File: config.mk
export PLATFORM = sky130hd
export DESIGN_NAME = mem_bus_arbiter
export DESIGN_NICKNAME = d
export VERILOG_FILES = /design/src/rtl/mem_bus_arbiter.sv
export SDC_FILE = /design/constraint.sdc
export NUM_CORES = 1
export LEC_CHECK = 0
export CAP_MARGIN = 10
export CORE_MARGIN = 4
export CORE_UTILIZATION = 40
export DETAILED_ROUTE_END_ITERATION = 16
export GPL_TIMING_DRIVEN = 0
export PLACE_DENSITY = 0.84
export REMOVE_ABC_BUFFERS = 1
export SETUP_SLACK_MARGIN = 0.1
export SLEW_MARGIN = 20
export SYNTH_ARGS = -nofsm -noshare
export SYNTH_HDL_FRONTEND = slang
export SYNTH_SLANG_ARGS = --single-unit
File: constraint.sdc
create_clock -name clk -period 1.8 [get_ports clk]
set_input_delay 0.27 -clock clk [delete_from_list [all_inputs] [get_ports clk]]
set_output_delay 0.27 -clock clk [all_outputs]
set_load 0.02 [all_outputs]
File: src/rtl/mem_bus_arbiter.sv
// Purpose: arbitrates the instruction-fetch and data load/store ports onto one
//          req/ack memory bus; data accesses have fixed priority over fetches.
// Latency: request seen in cycle 0 -> bus_req_o in cycle 1; ack in cycle k -> result in cycle k+1.
// Backpressure: stallreq_o (combinational) holds the pipeline until every active access completes;
//               bus_* outputs stay stable from request until bus_ack_i.
// Ports: clk/rst (sync, active-high); inst_* fetch port; data_* load/store port; flush_i from ctrl;
//        stallreq_o to ctrl; bus_* registered request side, bus_rdata_i/bus_ack_i slave response.
module mem_bus_arbiter #(
    parameter int ADDR_W = 32,
    parameter int DATA_W = 32
) (
    input  logic                clk,
    input  logic                rst,
    input  logic                inst_ce_i,
    input  logic [ADDR_W-1:0]   inst_addr_i,
    output logic [DATA_W-1:0]   inst_data_o,
    input  logic                data_ce_i,
    input  logic                data_we_i,
    input  logic [ADDR_W-1:0]   data_addr_i,
    input  logic [DATA_W/8-1:0] data_sel_i,
    input  logic [DATA_W-1:0]   data_wdata_i,
    output logic [DATA_W-1:0]   data_rdata_o,
    input  logic                flush_i,
    output logic                stallreq_o,
    output logic                bus_req_o,
    output logic                bus_we_o,
    output logic [ADDR_W-1:0]   bus_addr_o,
    output logic [DATA_W/8-1:0] bus_sel_o,
    output logic [DATA_W-1:0]   bus_wdata_o,
    input  logic [DATA_W-1:0]   bus_rdata_i,
    input  logic                bus_ack_i
);

    localparam int SEL_W = DATA_W / 8;

    typedef enum logic [1:0] {
        S_IDLE = 2'd0,
        S_DATA = 2'd1,
        S_INST = 2'd2
    } state_t;

    state_t              state_q, state_d;
    logic                inst_done_q, inst_done_d;
    logic                data_done_q, data_done_d;
    logic                discard_q, discard_d;
    logic                bus_req_q, bus_req_d;
    logic                bus_we_q, bus_we_d;
    logic [ADDR_W-1:0]   bus_addr_q, bus_addr_d;
    logic [SEL_W-1:0]    bus_sel_q, bus_sel_d;
    logic [DATA_W-1:0]   bus_wdata_q, bus_wdata_d;
    logic [DATA_W-1:0]   inst_data_q, inst_data_d;
    logic [DATA_W-1:0]   data_rdata_q, data_rdata_d;

    logic inst_pend;
    logic data_pend;

    assign inst_pend  = inst_ce_i & ~inst_done_q;
    assign data_pend  = data_ce_i & ~data_done_q;
    assign stallreq_o = inst_pend | data_pend;

    always_comb begin
        state_d      = state_q;
        inst_done_d  = inst_done_q;
        data_done_d  = data_done_q;
        discard_d    = discard_q;
        bus_req_d    = bus_req_q;
        bus_we_d     = bus_we_q;
        bus_addr_d   = bus_addr_q;
        bus_sel_d    = bus_sel_q;
        bus_wdata_d  = bus_wdata_q;
        inst_data_d  = inst_data_q;
        data_rdata_d = data_rdata_q;

        // Pipeline advances (no stall) or is flushed: completion state belongs
        // to the old cycle. A same-edge ack below may set a flag again.
        if (!stallreq_o || flush_i) begin
            inst_done_d = 1'b0;
            data_done_d = 1'b0;
        end

        case (state_q)
            S_IDLE: begin
                if (data_pend) begin
                    state_d     = S_DATA;
                    bus_req_d   = 1'b1;
                    bus_we_d    = data_we_i;
                    bus_addr_d  = data_addr_i;
                    bus_sel_d   = data_sel_i;
                    bus_wdata_d = data_wdata_i;
                end else if (inst_pend) begin
                    state_d    = S_INST;
                    bus_req_d  = 1'b1;
                    bus_we_d   = 1'b0;
                    bus_addr_d = inst_addr_i;
                    bus_sel_d  = '1;
                end else begin
                    bus_req_d = 1'b0;
                end
            end
            S_DATA, S_INST: begin
                if (bus_ack_i) begin
                    state_d   = S_IDLE;
                    bus_req_d = 1'b0;
                    discard_d = 1'b0;
                    // A flush on the ack edge drops the result just like an earlier flush.
                    if (!discard_q && !flush_i) begin
                        if (state_q == S_DATA) begin
                            data_done_d = 1'b1;
                            if (!bus_we_q) begin
                                data_rdata_d = bus_rdata_i;
                            end
                        end else begin
                            inst_done_d = 1'b1;
                            inst_data_d = bus_rdata_i;
                        end
                    end
                end else if (flush_i) begin
                    // Transfer cannot be aborted on the bus; remember to drop its result.
                    discard_d = 1'b1;
                end
            end
            default: begin
                state_d   = S_IDLE;
                bus_req_d = 1'b0;
            end
        endcase
    end

    always_ff @(posedge clk) begin
        if (rst) begin
            state_q      <= S_IDLE;
            inst_done_q  <= 1'b0;
            data_done_q  <= 1'b0;
            discard_q    <= 1'b0;
            bus_req_q    <= 1'b0;
            bus_we_q     <= 1'b0;
            bus_addr_q   <= '0;
            bus_sel_q    <= '0;
            bus_wdata_q  <= '0;
            inst_data_q  <= '0;
            data_rdata_q <= '0;
        end else begin
            state_q      <= state_d;
            inst_done_q  <= inst_done_d;
            data_done_q  <= data_done_d;
            discard_q    <= discard_d;
            bus_req_q    <= bus_req_d;
            bus_we_q     <= bus_we_d;
            bus_addr_q   <= bus_addr_d;
            bus_sel_q    <= bus_sel_d;
            bus_wdata_q  <= bus_wdata_d;
            inst_data_q  <= inst_data_d;
            data_rdata_q <= data_rdata_d;
        end
    end

    assign bus_req_o    = bus_req_q;
    assign bus_we_o     = bus_we_q;
    assign bus_addr_o   = bus_addr_q;
    assign bus_sel_o    = bus_sel_q;
    assign bus_wdata_o  = bus_wdata_q;
    assign inst_data_o  = inst_data_q;
    assign data_rdata_o = data_rdata_q;

endmodule

# After elaboration in Yosys (flattened, before gate mapping)
# Index checks and enable logic that the tools add are counted.
totals:
  ff_bits: 139
  in_bits: 139
  word_cells: 63
classes:
  n_eq_ne: 4
  n_mux: 26
  n_bitwise: 7
  n_reduce_logical: 15
ops:
  columns: ["cell", "count"]
  rows:
  - ["$mux W32", 2]
  - ["$mux W1", 17]
  - ["$mux W4", 2]
  - ["$reduce_and A2 Y1", 4]
  - ["$mux W2", 3]
  - ["$reduce_and A5 Y1", 1]
  - ["$not A1 Y1", 4]
  - ["$pmux W2 S2", 1]
  - ["$reduce_and A4 Y1", 1]
  - ["$reduce_bool A2 Y1", 2]
  - ["$logic_not A1 Y1", 3]
  - ["$ne A3 B3 Y1 const B", 1]
  - ["$and A1 B1 Y1", 2]
  - ["$eq A2 B1 Y1 const B", 1]
  - ["$eq A2 B2 Y1 const B", 1]
  - ["$logic_not A2 Y1", 1]
  - ["$ne A2 B2 Y1 const B", 1]
  - ["$pmux W1 S2", 1]
  - ["$reduce_or A2 Y1", 1]
  - ["$logic_and A1 B1 Y1", 1]
  - ["$logic_or A1 B1 Y1", 1]
  - ["$or A1 B1 Y1", 1]

# Logic depth before layout (Yosys ltp)
logic_depth:
  ltp_word: 10
  depth_mapped: 7
  mapped_depth_nobuf: 5

# Worst setup path before layout
# OpenSTA, ideal clock, no wires.
synth_timing:
  path_kind: "reg-to-reg"
  startpoint: "register state_q[0]"
  endpoint: "register inst_done_q"
  arrival_time_ps: 1506
  slack_ps: 180
  path_stages_with_launch: 8
  path_buffers: 2
  period_less_slack_ps: 1620
  cell_sequence: "dfxtp_1 > inv_1 > ha_1 > and4bb_1 > nor2b_4 > buf_6 > buf_8 > o21a_1"
synth_via:
  elab_chain_len: 5
  elab_cells_between_ends: 7
  classes_between: "2 x eq/ne; 4 x mux; 1 x reduce/logical"
synth_rtl:
  columns: ["item", "line", "text"]
  rows:
  - ["from (decl)", "42", "state_t state_q, state_d;"]
  - ["from (signal assigned)", "143", "state_q <= state_d;"]
  - ["$eq A2 B1 Y1", "81, 107", null]
  - ["$mux W1", "107", "if (state_q == S_DATA) begin"]
  - ["$mux W1", "106", "if (!discard_q && !flush_i) begin"]
  - ["$mux W1", "101", "if (bus_ack_i) begin"]
  - ["$mux W1 *", "81", "case (state_q)"]
  - ["to (signal assigned)", "144", "inst_done_q <= inst_done_d;"]
  - ["to (decl)", "43", "logic inst_done_q, inst_done_d;"]
# Every way passes the cells marked *; elsewhere a longest branch is shown, timed or not.
# A chain may end at the register's enable or synchronous reset.

# Final worst setup path
layout_timing:
  startpoint: "register bus_wdata_q[12] (netlist: bus_wdata_o[12])"
  endpoint: "output port bus_wdata_o[12]"
layout_rtl:
  columns: ["item", "line", "text"]
  rows:
  - ["from (decl)", "50", "logic [DATA_W-1:0] bus_wdata_q, bus_wdata_d;"]
  - ["from (signal assigned)", "151", "bus_wdata_q <= bus_wdata_d;"]
  - ["to (decl)", "29", "output logic [DATA_W-1:0] bus_wdata_o,"]
# No word-level cell between the ends.

==> out/metrics.cfg <==
[synthesis]
synth.top_cells.by_area=dfxtp_1 (51%), mux2i_1 (18%), nand2_1 (13%)
synth_mux_area_share_pct=17.59
syn_avg_cell_area_um2=9.453
synth-seq-cells=139
synthArstFlopShare_pct=0
yosysTopAreaCell=dfxtp_1
synth.distinct_cells=33
synth_commonest_cells=nand2_1 (196), dfxtp_1 (139), mux2i_1 (96)
synth_top_family_by_area=multiplexers
syn_area_um2=5464
synthXorXnorAreaFrac_pct=0
syn_inst=578
synth_compound_area_share_pct=8.931
yosysTopAreaCellShare_pct=50.93
ys.flop_type=dfxtp_1
synthAdderAreaFrac_pct=0.4580
ys_seq_area_share_pct=50.93
synthSimpleGateAreaFrac_pct=15.66
synth_edf_count=0
yosysMostFrequentCell=nand2_1
yosysWarnings=0

[critical_path]
required_ps=1530
crit_path_max_incr_delay_ps=630
regToRegStartpoint=state_q[0]
cp_slowest_cell=clkdlybuf4s50_1
crit_buf_inv=1
cp-start-kind=flip-flop
critPathMaxFanout=2
endpoint_kind=primary output
cp_top_family=buffers and inverters
path_cells=clkdlybuf4s50_1
crit_type=reg2out
cp-startpoint=bus_wdata_o[12]
cp.arrival_ps=1390

[timing]
worst_pin_slew_ps=701.5
hold_viol=0
rsz0062_at_grt=yes
fin_crit_sh_pct=92.12
fmax_mhz=603.1
period_needed_ps=1658
whs_ps=296.0
setup_viol=0
slew_headroom_pct=53.14
drv_slew=0
finClkSkew_ps=9.688

[layout]
drive_gt1_share_pct=9.486
syn_to_final_growth_pct=69.29
insertedDiodeCount=0
postLayoutCoreUtil_pct=69.57
nets=1003
fill_cells=1013

[detailed_routing]
ant_nets=0
drt-total-wl_mm=16.89
drcViolationCount=0
routedWlPerCell_um=16.07
drt_first_pass_iters=4
vias=5025
drt_iter0_markers=195
viasPerCell=4.781

[power_and_ir_drop]
p_leak_uw=0.003805
vdd_drop_max_v=0.0005282
power_uw=8580
pwr_density_cell_nw_per_um2=927.6

[placed_design]
numPortBuffers=273
dp_hpwl_mm=11.64
gp_congestion=0.7819

[die]
dieArea_um2=15590
start_util_pct=41.10
row_count=42
core_um2=13300
die_h_um=124.9
ios=274
fp.dieW_um=124.9

[grt]
overflow=0
grt_start_max_net_pins=93
grt_pass1_vias=4926
grt.total_usage_pct=20.35
antenna_found_initial=1
grt_pass1_wl_mm=25.52

[clock_network]
clk_latency_ps=400
cts_hold_buf=0
cts_max_level=4
cts_root_buf=clkbuf_16
cts_tree=built
cts.sinks=139
cts_buffers=17
cts_buffer_depth=2
path_clk_slew_ps=60

[run]
cap_violations=0

[min_path]
hold_path_class=in2reg
min_from=rst

[outcome]
status=finished, final reports clean

==> timing repair <==
item                                    CTS  global route
buffers inserted                         10            12
pin swaps                                 2             2
gates cloned                              4             4
endpoints found under the setup margin  133            96
gates resized for setup                  13            16
==> layout make-up <==
type                    count  area, µm²  share of cell area [%]
clock buffers              24      481.7                   5.208
multi-input cells         391       2394                   25.88
inverters                   4      20.02                  0.2164
flip-flops and latches    139       2785                   30.11
repair buffers            309       3264                   35.29
clock inverters             8      85.08                  0.9198
well taps                 176      220.2                   2.381
==> routing by layer <==
layer | vias up | track usage (%) | routed length [µm]
met5 | - | 0 | 14
met2 | 185 | 36.42 | 8449
met1 | 2290 | 21.78 | 6813
li1 | 2524 | - | -
met3 | 24 | 7.633 | 1266
met4 | 2 | 7.589 | 342
==> per-stage QoR <==
stage	worst slack, ps	setup TNS, ps	area (µm²)	cells
after global routing	65.28	0	9250	1051
after detailed placement	-480.8	-28770	8263	991
final	141.8	0	9250	1051
after CTS	55.63	0	9080	1037
after global placement	-5258	-438520	8080	982
after floorplan	-1814	-120240	5127	533
==> flip-flops by register name, indices dropped and copies added (netlist names) <==
register and count:
bus_wdata_o 32, bus_we_o 1, bus_addr_o 32, bus_req_o 1
inst_data_o 32, discard_q 1, inst_done_q 1, data_done_q 1
bus_sel_o 4, data_rdata_o 32, state_q 2
==> worst paths after layout <==
check                     to  slack, ps  depth (start not counted)
max          bus_wdata_o[12]        140                          1
min          bus_wdata_o[25]        300                          2
max reg2reg   inst_data_o[2]        150                          7
min reg2reg   bus_wdata_o[9]        450                          2
==> logic make-up after synthesis <==
| family | count (synthesis) |
|---|---|
| simple gates | 213 |
| fa+ha+maj | 2 |
| buf+inv | 49 |
| flops | 139 |
| mux | 96 |
| compound gates | 79 |
==> power by group <==
group / internal, µW / switching, µW
sequential: 3300 / 108
clock: 2020 / 1300
combinational: 962 / 886
==> cell usage in the layout (no fill, tap or decap), types with 6 or more instances in the layout <==
cell             instances
clkdlybuf4s50_1        264
nand2_1                196
dfxtp_1                137
mux2i_1                 96
a21oi_1                 35
o22ai_1                 32
clkbuf_16               20
buf_4                   17
buf_12                   6
Power figures use the tool's default switching activity.
